`src/rtl/apb_ctrl_pkg.sv`:
```
`default_nettype none
// +------------------------------------------------------------------+
// | apb_ctrl_pkg : shared types and sizes for the APB master arbiter |
// | Revision     : 1.0                                               |
// +------------------------------------------------------------------+
package apb_ctrl_pkg;

    typedef enum logic [1:0] {
        IDLE   = 2'd0,
        SETUP  = 2'd1,
        ACCESS = 2'd2
    } apb_state_t;

    localparam int NUM_REQ         = 2;
    localparam int DATA_W          = 8;
    localparam int TIMEOUT_DEFAULT = 16;

endpackage
`default_nettype wire

```
`src/rtl/rr_arb2.sv`:
```
`default_nettype none
// +------------------------------------------------------------------+
// | rr_arb2  : two-way round-robin arbiter, priority flips on advance |
// | Revision : 1.0                                                   |
// +------------------------------------------------------------------+
module rr_arb2
    import apb_ctrl_pkg::*;
(
    input  logic               clk,
    input  logic               rst,
    input  logic [NUM_REQ-1:0] req,
    input  logic               advance,
    output logic               grant
);

    // Index of the requester that wins a tie
    logic prio;

    always_comb begin
        grant = prio;
        if (!req[prio] && req[~prio]) begin
            grant = ~prio;
        end
    end

    always_ff @(posedge clk or posedge rst) begin
        if (rst) begin
            prio <= 1'b0;
        end else if (advance) begin
            prio <= ~grant;
        end
    end

endmodule
`default_nettype wire

```
`src/rtl/apb_master_arb.sv`:
```
`default_nettype none
// +------------------------------------------------------------------+
// | apb_master_arb : two-requester APB master with round-robin grant |
// | Revision       : 1.0                                             |
// +------------------------------------------------------------------+
module apb_master_arb
    import apb_ctrl_pkg::*;
#(
    parameter int TIMEOUT = TIMEOUT_DEFAULT
) (
    input  logic                      pclk,
    input  logic                      prst,
    input  logic [NUM_REQ-1:0]        req_valid,
    input  logic [NUM_REQ-1:0]        req_write,
    input  logic [NUM_REQ*DATA_W-1:0] req_addr,
    input  logic [NUM_REQ*DATA_W-1:0] req_wdata,
    output logic [NUM_REQ-1:0]        req_ready,
    output logic [NUM_REQ-1:0]        rsp_valid,
    output logic [DATA_W-1:0]         rsp_rdata,
    output logic                      rsp_err,
    output logic                      psel,
    output logic                      penable,
    output logic                      pwrite,
    output logic [DATA_W-1:0]         paddr,
    output logic [DATA_W-1:0]         pwdata,
    input  logic [DATA_W-1:0]         prdata,
    input  logic                      pready,
    input  logic                      pslverr
);

    // Wait count at which the current ACCESS cycle is the last one allowed
    localparam logic [7:0] TMO_LAST = 8'(TIMEOUT - 1);

    apb_state_t        state;
    apb_state_t        next_state;
    logic              gnt;
    logic              gnt_q;
    logic              accept;
    logic [7:0]        wait_cnt;
    logic [DATA_W-1:0] sel_addr;
    logic [DATA_W-1:0] sel_wdata;

    rr_arb2 u_arb (
        .clk     (pclk),
        .rst     (prst),
        .req     (req_valid),
        .advance (accept),
        .grant   (gnt)
    );

    assign sel_addr  = gnt ? req_addr[2*DATA_W-1:DATA_W]  : req_addr[DATA_W-1:0];
    assign sel_wdata = gnt ? req_wdata[2*DATA_W-1:DATA_W] : req_wdata[DATA_W-1:0];

    always_ff @(posedge pclk or posedge prst) begin
        if (prst) begin
            state <= IDLE;
        end else begin
            state <= next_state;
        end
    end

    always_comb begin
        next_state = state;
        psel       = 1'b0;
        penable    = 1'b0;
        req_ready  = '0;
        accept     = 1'b0;
        case (state)
            IDLE: begin
                if (|req_valid) begin
                    accept         = 1'b1;
                    req_ready[gnt] = 1'b1;
                    next_state     = SETUP;
                end
            end
            SETUP: begin
                psel       = 1'b1;
                next_state = ACCESS;
            end
            ACCESS: begin
                psel    = 1'b1;
                penable = 1'b1;
                if (pready || (wait_cnt == TMO_LAST)) begin
                    next_state = IDLE;
                end
            end
            default: next_state = IDLE;
        endcase
    end

    always_ff @(posedge pclk or posedge prst) begin
        if (prst) begin
            paddr     <= '0;
            pwdata    <= '0;
            pwrite    <= 1'b0;
            gnt_q     <= 1'b0;
            wait_cnt  <= '0;
            rsp_valid <= '0;
            rsp_rdata <= '0;
            rsp_err   <= 1'b0;
        end else begin
            rsp_valid <= '0;
            case (state)
                IDLE: begin
                    if (accept) begin
                        paddr  <= sel_addr;
                        pwdata <= sel_wdata;
                        pwrite <= req_write[gnt];
                        gnt_q  <= gnt;
                    end
                end
                SETUP: wait_cnt <= '0;
                ACCESS: begin
                    if (pready) begin
                        rsp_valid[gnt_q] <= 1'b1;
                        rsp_rdata        <= pwrite ? '0 : prdata;
                        rsp_err          <= pslverr;
                    end else begin
                        wait_cnt <= wait_cnt + 8'd1;
                        // Timed out: complete with an error and no data
                        if (wait_cnt == TMO_LAST) begin
                            rsp_valid[gnt_q] <= 1'b1;
                            rsp_rdata        <= '0;
                            rsp_err          <= 1'b1;
                        end
                    end
                end
                default: ;
            endcase
        end
    end

endmodule
`default_nettype wire

```
`config.mk`:
```
export PLATFORM = sky130hd
export DESIGN_NAME = apb_master_arb
export DESIGN_NICKNAME = d
export VERILOG_FILES = /design/src/rtl/apb_ctrl_pkg.sv /design/src/rtl/rr_arb2.sv /design/src/rtl/apb_master_arb.sv
export SDC_FILE = /design/constraint.sdc
export NUM_CORES = 1
export LEC_CHECK = 0
export CORE_MARGIN = 2
export CORE_UTILIZATION = 39
export DETAILED_ROUTE_END_ITERATION = 10
export PLACE_DENSITY = 0.8
export SLEW_MARGIN = 20
export SYNTH_ARGS = -nofsm -noshare
export SYNTH_HDL_FRONTEND = slang
export SYNTH_SLANG_ARGS = --single-unit
```
`constraint.sdc`:
```
create_clock -name pclk -period 1.6 [get_ports pclk]
set_input_delay 0.16 -clock pclk [delete_from_list [all_inputs] [get_ports pclk]]
set_output_delay 0.16 -clock pclk [all_outputs]
set_load 0.05 [all_outputs]
```
==> results of run 1 <==
[flip-flops by register name (all words and copies together) (netlist names)]
| signal | flops |
|---|---|
| gnt_q | 1 |
| paddr | 8 |
| pwdata | 8 |
| pwrite | 1 |
| rsp_err | 1 |
| rsp_rdata | 8 |
| rsp_valid | 2 |
| state | 2 |
| u_arb.prio | 1 |
| wait_cnt | 8 |
[cells in the mapped netlist, drive strengths merged]
cell	n	area (sq um)
a221o	17	170.2
dfrtp	40	1001
nor4bb	1	10.01
nand3b	1	7.510
nor2	2	7.510
clkbuf	3	11.26
a211oi	1	7.510
o31a	1	8.760
buf	4	35.03
o211ai	4	30.03
a22oi	7	52.55
mux2	1	11.26
and4b	1	10.01
nand2b	3	18.77
nor3	3	15.01
nand3	3	15.01
o21ai	12	63.81
and3	1	6.260
nand4	4	25.02
a21o	1	7.510
and2	17	106.4
and3b	1	8.760
mux2i	2	20.02
o22ai	1	6.260
nor2b	2	12.51
or4	1	11.26
ha	5	62.56
nor4	2	18.77
o31ai	2	15.01
a21oi	8	62.56
and4bb	1	12.51
or3b	1	8.760
a31oi	2	12.51
inv	13	48.80
o22a	1	8.760
a22o	1	8.760
nand2	8	30.03
[power groups by stage]
stage	Sequential, uW	Combinational (uW)	Clock (uW)
after detailed placement	1670	3620	0
after CTS	1680	3730	715
after floorplan	2720	1290	0
after global routing	1730	3990	749
final	1680	3730	691
after global placement	1680	3550	0
[per-layer routing]
layer,global-route usage [%],part of all wire (%)
met2,32.16,48
met1,23.85,42
met5,0,0
met4,8.135,1.9
met3,6.693,8.4
[logic make-up after synthesis]
| group | share of synthesized area (%) |
|---|---|
| adder cells (fa/ha/maj) | 3.179 |
| flip-flops | 50.86 |
| AO/OA/AOI/OAI | 23.08 |
| buffers and inverters | 4.831 |
| multiplexers | 1.589 |
| AND/OR/NAND/NOR | 16.47 |
[through the flow]
stage	utilization (%)	std cells	power, uW
6_report	64.60	347	6102
5_1_grt	64.60	347	6466
4_1_cts	64.34	346	6128
3_5_place_dp	61.36	333	5292
3_3_place_gp	61.36	333	5232
2_1_floorplan	-	178	4008
[worst paths after layout]
path | from | to | slack [ns] | cells past startpoint
setup / recovery | state[1] | req_ready[1] | 0.01 | 6
hold / removal | prst | pwdata[4] | 0.21 | 3
setup reg to reg | state[1] | pwdata[2] | 0.04 | 6
hold reg to reg | gnt_q | rsp_valid[0] | 0.43 | 1
max in group asynchronous | prst | paddr[2] | 1.20 | 3
min in group pclk | gnt_q | rsp_valid[0] | 0.43 | 1
[cell type report]
| type | instances | share of cell area (%) |
|---|---|---|
| clock buffers | 6 | 2.671 |
| clock inverters | 2 | 0.3238 |
| inverters | 13 | 1.578 |
| multi-input cells | 118 | 29.18 |
| flip-flops and latches | 40 | 32.38 |
| well taps | 67 | 2.711 |
| repair buffers | 101 | 31.16 |
[what timing repair did]
| action | CTS | global route |
|---|---|---|
| endpoints found under the hold margin | 0 | 0 |
| endpoints found under the setup margin | 6 | 18 |
| pin swaps | 0 | 2 |
| resized for setup | 4 | 2 |
| buffers inserted | 5 | 1 |
[worst max-delay path, delay by kind of cell, from the launching register on]
| family | cells | cell delay (ns) |
|---|---|---|
| flip-flops | 1 | 0.40 |
| buffers and inverters | 3 | 0.33 |
| adder cells (fa/ha/maj) | 1 | 0.17 |
| AO/OA/AOI/OAI | 1 | 0.16 |
| AND/OR/NAND/NOR | 1 | 0.07 |
==> impl_metrics.py, run 1 <==
metrics = {
    "place": {
        "place_hpwl_um": 3592,
        "port_buffers": 79,
        "gp_congestion": 0.7515,
        "postPlaceCellArea_sq_um": 2937,
        "pre_cts_ws_ns": -0.06585,
    },
    "clock_network": {
        "cts_tree": "built",
        "clock_latency_ns": 0.29,
        "cts_root_buffer": "clkbuf_8",
        "cts_sinks": 40,
        "cts_buffers": 5,
        "cts_max_level": 2,
        "clockBufferDepth": 2,
        "postCtsHoldBufs": 0,
        "clk_pin_slew_ns": 0.07,
    },
    "global_route": {
        "overflow": 0,
        "grt_pass1_wl_um": 8383,
        "grt_util_all_layers_pct": 19.69,
        "grt_pass1_vias": 1880,
        "grt_max_degree": 41,
        "antenna_found_initial": 0,
    },
    "detailed_routing": {
        "via_count": 1827,
        "wire_per_inst_um": 14.48,
        "postRouteAntennaNets": 0,
        "drc": 0,
        "avgViaCountPerCell": 5.265,
        "routed_wl_um": 5026,
        "first_pass_iters": 4,
        "drt_iter0_markers": 106,
    },
    "cells_and_area": {
        "final_cell_mix": "clkdlybuf4s50_1 (47), buf_4 (47), dfrtp_1 (40), a221o_1 (17), and2_0 (15)",
        "ff_latch_area_sq_um": 1001,
        "nets": 332,
        "drive_gt1_share_pct": 26.79,
        "final_area_sq_um": 3092,
        "area_delta_synth_final_pct": 57.09,
        "nFillCells": 380,
        "multiInputGateArea_sq_um": 902.1,
        "n_antenna_cell": 0,
    },
    "power": {
        "internal_power_uw": 3283,
        "p_leak_uw": 0.001392,
        "powerDensity_nw_per_um2": 1974,
        "vdd_ir_drop_max_mv": 1.665,
        "seqPwrFrac_pct": 27.5,
        "swShare_pct": 46.20,
        "clock_power_share_pct": 11.3,
        "comb_power_share_pct": 61.2,
        "switchingPower_uw": 2819,
    },
    "worst_setup_path": {
        "cp.required_ns": 1.44,
        "path_max_fanout": 6,
        "crit_arrival_ns": 1.43,
        "start_kind": "flip-flop",
        "critPathMaxStageDelay_ns": 0.40,
        "critPathCaptureType": "output port",
        "critical_path.most_common_cell": "buf_12",
        "slowest_stage": "dfrtp_1",
        "critical_path_class": "reg2out",
        "worstPathCellList": "inv_2 > ha_4 > nand2_2 > a21oi_4 > buf_12 > buf_12",
    },
    "sta": {
        "min_period_ns": 1.589,
        "max_slew_margin_pct": 56.60,
        "setup_ws_ns": 0.01094,
        "finalClockSkew_ns": 0.002529,
        "hold_ws_ns": 0.2136,
        "fmax_mhz": 629.3,
        "finalHoldViolCount": 0,
        "tns_ns": 0,
        "worstMarginPinSlew_ns": 0.6510,
        "rsz0062_at_grt": "true",
        "finalCritPeriodShare_pct": 99.32,
        "setup_viol": 0,
        "slew_viol_final": 0,
    },
    "synthesis": {
        "syn_avg_cell_area_sq_um": 11.06,
        "synth-seq-area-share_pct": 50.86,
        "syn-cell-area_sq_um": 1968,
        "netlist_instances": 178,
        "ys_ff_latch": 40,
        "ys_types": 43,
        "synth_fp_nets": 231,
        "ys.warnings.count": 0,
    },
    "floorplan": {
        "row_count": 25,
        "dieArea_sq_um": 5631,
        "die_h_um": 75.04,
        "start_util_pct": 41.12,
        "io_pins": 80,
        "core_area_sq_um": 4786,
        "die_width_um": 75.04,
    },
    "flow_run": {
        "drv_cap": 0,
    },
    "worst_hold_path": {
        "hold_path.class": "in2async",
    },
    "status": {
        "status": "finished clean",
    },
}
Power figures use the tool's default switching activity.
==> run 2, diff against run 1 <==
--- a/config.mk
+++ b/config.mk
@@ -9,6 +9,8 @@
 export CORE_UTILIZATION = 39
 export DETAILED_ROUTE_END_ITERATION = 10
 export PLACE_DENSITY = 0.8
+export RECOVER_POWER = 100
+export SETUP_SLACK_MARGIN = 0.4
 export SLEW_MARGIN = 20
 export SYNTH_ARGS = -nofsm -noshare
 export SYNTH_HDL_FRONTEND = slang
==> run 2 against run 1 <==
Highest routed layer unchanged. Critical path depth did not move. Sequential cell count is the same. Sequential power hardly changed. Cell area increased by 1.6%.
==> impl_metrics.py, run 2 (synthesized netlist as in run 1, its figures left out) <==
metrics = {
    "status": {
        "status": "finished clean",
    },
    "detailed_routing": {
        "first_pass_iters": 4,
        "routed_wl_um": 5436,
        "avgViaCountPerCell": 5.184,
        "drt_iter0_markers": 74,
        "postRouteAntennaNets": 0,
        "wire_per_inst_um": 15.36,
        "drc": 0,
        "via_count": 1835,
    },
    "clock_network": {
        "cts_sinks": 40,
        "cts_tree": "built",
        "clock_latency_ns": 0.29,
        "clockBufferDepth": 2,
        "clk_pin_slew_ns": 0.08,
        "postCtsHoldBufs": 0,
        "cts_max_level": 2,
        "cts_buffers": 5,
        "cts_root_buffer": "clkbuf_8",
    },
    "worst_setup_path": {
        "start_kind": "flip-flop",
        "critical_path_class": "reg2out",
        "cp.required_ns": 1.44,
        "rr_worst_depth": 8,
        "crit_arrival_ns": 1.41,
        "critical_path.most_common_cell": "buf_12",
        "critPathCaptureType": "output port",
        "r2r_setup_slack_ns": 0.05,
        "worstPathCellList": "inv_2 > ha_4 > nand2_2 > a21oi_4 > buf_12 > buf_12",
        "slowest_stage": "dfrtp_2",
        "path_max_fanout": 4,
        "r2r_end": "paddr[3]",
        "crit_start": "state[1]",
        "critPathMaxStageDelay_ns": 0.42,
        "worstReg2RegStart": "state[0]",
    },
    "place": {
        "dp_cells": 327,
        "gp_congestion": 0.7853,
        "pre_cts_ws_ns": 0.03599,
        "place_hpwl_um": 3420,
        "port_buffers": 79,
    },
    "worst_hold_path": {
        "hold_path.class": "reg2reg",
        "whs_endpoint": "rsp_valid[0]",
        "worstHoldStart": "gnt_q",
        "min_path_cells": 1,
    },
    "cells_and_area": {
        "final_cell_mix": "clkdlybuf4s50_1 (46), dfrtp_1 (38), clkbuf_1 (29), a221o_1 (17), buf_4 (16)",
        "drive_gt1_share_pct": 25.78,
        "nets": 340,
        "final_common_cell": "clkdlybuf4s50_1",
        "n_antenna_cell": 0,
        "area_delta_synth_final_pct": 59.57,
        "finalNonFillerCells": 354,
        "nFillCells": 425,
    },
    "floorplan": {
        "start_util_pct": 41.12,
        "core_area_sq_um": 4786,
        "dieArea_sq_um": 5631,
        "die_width_um": 75.04,
        "row_count": 25,
        "die_h_um": 75.04,
        "io_pins": 80,
    },
    "global_route": {
        "overflow": 0,
        "grt_max_degree": 41,
        "grt_pass1_vias": 1714,
        "antenna_found_initial": 0,
        "grt_util_all_layers_pct": 19.42,
        "grt_pass1_wl_um": 8286,
    },
    "sta": {
        "setup_viol": 0,
        "finalCritPeriodShare_pct": 98.09,
        "slew_viol_final": 0,
        "setup_ws_ns": 0.03048,
        "max_slew_margin_pct": 33.65,
        "worstMarginPinSlew_ns": 0.9952,
        "tns_ns": 0,
        "finalHoldViolCount": 0,
        "rsz0062_at_grt": "true",
        "hold_ws_ns": 0.4435,
        "finalClockSkew_ns": 0.009009,
        "min_period_ns": 1.570,
        "fmax_mhz": 637.1,
    },
    "power": {
        "p_leak_uw": 0.001337,
        "powerDensity_nw_per_um2": 1917,
        "vdd_ir_drop_max_mv": 1.162,
    },
    "flow_run": {
        "drv_cap": 0,
    },
}
run 2: cell types whose count changed in the layout (fill, tap and decap cells not counted), sizes merged:
cell	previous run	this run
buf	54	28
inv	13	12
clkdlybuf4s50	47	46
dlygate4sd3	0	1
clkinv	2	1
clkinvlp	0	1
clkbuf	6	40
run 2: layer usage:
| layer | track usage [%] | vias up | routed length [um] |
|---|---|---|---|
| li1 | - | 889 | - |
| met1 | 26.72 | 884 | 2400 |
| met2 | 30.80 | 58 | 2649 |
| met3 | 4.819 | 4 | 350 |
| met4 | 4.960 | 0 | 36 |
| met5 | 0 | - | 0 |
run 2: area by class of cell:
class / count / area (sq um) / area share [%]
Clock inverter: 1 / 5.005 / 0.1594
Sequential cell: 40 / 1003 / 31.95
Clock buffer: 6 / 72.57 / 2.311
Multi-Input combinational cell: 118 / 989.7 / 31.51
Inverter: 13 / 52.55 / 1.673
Tap cell: 67 / 83.83 / 2.669
Timing Repair Buffer: 109 / 933.4 / 29.72
run 2: timing repair:
item                       in CTS  in global routing
gates resized for setup        29                 14
setup buffers                  16                  2
setup endpoints to repair      44                 44
cloned                          0                  2
pin swaps                       6                  2
run 2: worst max-delay path by stage:
stage              endpoint  depth (start not counted)  slack (ns)
2_1_floorplan     pwdata[0]                          6        0.19
3_3_place_gp       paddr[0]                          5        0.06
3_5_place_dp      pwdata[5]                          5        0.04
4_1_cts        req_ready[0]                          6        0.03
5_1_grt        req_ready[0]                          6       -0.04
6_report       req_ready[1]                          6        0.03
run 2: stage by stage:
stage | area, sq um | power (uW) | util, %
detailed placement | 2947 | 5332 | 61.57
global placement | 2947 | 5273 | 61.57
floorplan | 2052 | 4178 | -
finish | 3141 | 6019 | 65.62
global route | 3141 | 6365 | 65.62
CTS | 3222 | 6358 | 67.32
run 2: critical path: cells and delay by family (launching register included):
| kind | cells | cell delay (ns) |
|---|---|---|
| flip-flops | 1 | 0.42 |
| AO/OA/AOI/OAI | 1 | 0.13 |
| AND/OR/NAND/NOR | 1 | 0.07 |
| adder cells (fa/ha/maj) | 1 | 0.16 |
| buffers and inverters | 3 | 0.34 |
run 2: power by group:
part / internal, uW / switching, uW / total (uW)
registers: 1400 / 264 / 1670
logic: 1410 / 2310 / 3730
clock network: 297 / 330 / 626
==> run 3, diff against run 2 <==
--- a/config.mk
+++ b/config.mk
@@ -5,8 +5,11 @@
 export SDC_FILE = /design/constraint.sdc
 export NUM_CORES = 1
 export LEC_CHECK = 0
+export CAP_MARGIN = 20
+export CELL_PAD_IN_SITES_DETAIL_PLACEMENT = 0
+export CELL_PAD_IN_SITES_GLOBAL_PLACEMENT = 1
 export CORE_MARGIN = 2
-export CORE_UTILIZATION = 39
+export CORE_UTILIZATION = 29
 export DETAILED_ROUTE_END_ITERATION = 10
 export PLACE_DENSITY = 0.8
 export RECOVER_POWER = 100
==> run 3 against run 2 <==
Cell area grew 3.7%. Global-route usage shrank 3.5 points. First-iteration DRC count increased by 28%. Clock skew grew 0.0047 ns. Core utilization fell by 17 points. Largest power group unchanged. Via count is 1.1% higher. Clock power grew 41%. Sequential cell count is the same. Non-clock buffer count rose by 5. The flow now finishes with violations (setup timing). Critical path depth is the same. Critical endpoint unchanged. Sequential share of layout area decreased by 1.2 points.
==> impl_metrics.py, run 3 (synthesized netlist as in run 1, its figures left out) <==
metrics = {
    "power": {
        "clock_power_share_pct": 13.7,
        "swShare_pct": 46.92,
        "vdd_ir_drop_max_mv": 1.163,
        "seqPwrFrac_pct": 25.7,
        "comb_power_share_pct": 60.6,
        "powerDensity_nw_per_um2": 1983,
        "internal_power_uw": 3430,
        "switchingPower_uw": 3032,
        "p_leak_uw": 0.001380,
    },
    "floorplan": {
        "row_count": 30,
        "dieArea_sq_um": 7462,
        "die_h_um": 86.38,
        "core_area_sq_um": 6681,
        "io_pins": 80,
        "start_util_pct": 29.46,
        "die_width_um": 86.38,
    },
    "sta": {
        "worstMarginPinSlew_ns": 0.7261,
        "setup_ws_ns": -0.0003453,
        "min_period_ns": 1.600,
        "rsz0062_at_grt": "true",
        "finalCritPeriodShare_pct": 100.0,
        "slew_viol_final": 0,
        "setup_viol": 1,
        "finalClockSkew_ns": 0.01368,
        "fmax_mhz": 624.9,
        "finalHoldViolCount": 0,
        "max_slew_margin_pct": 51.59,
    },
    "detailed_routing": {
        "first_pass_iters": 4,
        "wire_per_inst_um": 15.41,
        "routed_wl_um": 5749,
        "drt_iter0_markers": 95,
        "via_count": 1855,
        "postRouteAntennaNets": 0,
        "drc": 0,
        "avgViaCountPerCell": 4.973,
    },
    "place": {
        "gp_congestion": 0.7699,
        "place_hpwl_um": 3829,
        "postPlaceCellArea_sq_um": 2973,
        "pre_cts_ws_ns": -0.02844,
        "port_buffers": 79,
    },
    "worst_setup_path": {
        "crit_arrival_ns": 1.44,
        "r2r_setup_slack_ns": 0.04,
        "start_kind": "flip-flop",
        "r2r_end": "rsp_rdata[2]",
        "worstReg2RegStart": "state[1]",
        "cp.required_ns": 1.44,
        "path_max_fanout": 4,
        "critPathCaptureType": "output port",
        "critical_path_class": "reg2out",
        "rr_worst_depth": 7,
    },
    "clock_network": {
        "cts_max_level": 2,
        "postCtsHoldBufs": 0,
        "cts_sinks": 40,
        "clockBufferDepth": 2,
        "cts_tree": "built",
        "cts_root_buffer": "clkbuf_8",
        "clock_latency_ns": 0.31,
        "clk_pin_slew_ns": 0.09,
        "cts_buffers": 5,
    },
    "cells_and_area": {
        "drive_gt1_share_pct": 27.99,
        "n_antenna_cell": 0,
        "final_area_sq_um": 3258,
        "nets": 345,
        "area_delta_synth_final_pct": 65.54,
        "final_cell_mix": "clkdlybuf4s50_1 (46), dfrtp_1 (39), clkbuf_1 (29), buf_4 (21), a221o_1 (17)",
        "final_common_cell": "clkdlybuf4s50_1",
    },
    "global_route": {
        "antenna_found_initial": 0,
        "grt_pass1_wl_um": 9370,
        "overflow": 0,
        "grt_pass1_vias": 1962,
        "gr-usage-met3_pct": 3.333,
        "grt_max_degree": 21,
        "grt_util_all_layers_pct": 15.92,
        "use_met2_pct": 24.69,
        "top_usage_layer": "met2",
        "met1_usage_pct": 21.57,
    },
    "flow_run": {
        "drv_cap": 0,
    },
    "status": {
        "status": "finished, violations left",
        "violations": "setup timing",
    },
    "worst_hold_path": {
        "hold_path.class": "in2async",
    },
}
-- run 3: changes by cell type in the layout (fill, tap and decap cells not counted), moves of 2 or more --
cell	change
clkbuf_4	+2
a22oi_2	+2
buf_4	+5
a22oi_1	-2
clkbuf_2	-3
-- run 3: cell type report --
type                       count  area [sq um]
tap                           80         100.1
fill                         640          3423
multi-input combinational    118          1017
timing repair buffer         114         973.4
sequential                    40          1002
clock inverter                 3         46.29
clock buffer                   5         68.82
inverter                      13         50.05
-- run 3: what timing repair did --
| action | in CTS | in global routing |
|---|---|---|
| setup endpoints to repair | 44 | 44 |
| buffers inserted | 22 | 0 |
| resized for setup | 32 | 10 |
| pin swaps | 6 | 3 |
-- run 3: worst max-delay path by stage --
stage,start,slack [ns],cells after the start,end
after floorplan,state[1],0.19,6,pwdata[0]
after global placement,req_valid[1],0.04,5,pwdata[2]
after detailed placement,req_valid[1],-0.03,5,pwdata[5]
after CTS,state[1],0.005,6,req_ready[1]
after global routing,state[1],-0.06,6,req_ready[1]
final,state[1],-0.0003,6,req_ready[1]
-- run 3: through the flow --
| stage | hold slack, ns | setup TNS (ns) | util, % | instances | total power (uW) |
|---|---|---|---|---|---|
| floorplan | 0.2949 | 0 | - | 178 | 4178 |
| global placement | 0.4272 | 0 | 44.49 | 343 | 5299 |
| finish | 0.2388 | -0.0003453 | 48.76 | 373 | 6462 |
| CTS | 0.1388 | 0 | 50.22 | 373 | 6726 |
| detailed placement | 0.4259 | -0.09000 | 44.49 | 343 | 5346 |
| global route | 0.2694 | -0.3151 | 48.76 | 373 | 6836 |
-- run 3: critical path, stage by stage (launching register included) --
cell     delay (ns)
dfrtp_2        0.43
inv_2          0.08
ha_4           0.15
nand2_2        0.07
a21oi_4        0.17
buf_12         0.13
buf_12         0.12
-- run 3: power by group through the flow --
stage	logic, uW	clock network, uW	registers, uW
global placement	3610	0	1690
floorplan	1450	0	2730
finish	3910	885	1660
global route	4170	948	1720
CTS	4160	902	1660
detailed placement	3660	0	1690
-- run 3: layer usage --
| metal | routed length [um] | part of all wire [%] | up-vias |
|---|---|---|---|
| met1 | 2726 | 47 | 895 |
| met2 | 2637 | 46 | 50 |
| met4 | 102 | 1.8 | 0 |
| li1 | - | - | 900 |
| met5 | 0 | 0 | - |
| met3 | 283 | 4.9 | 10 |
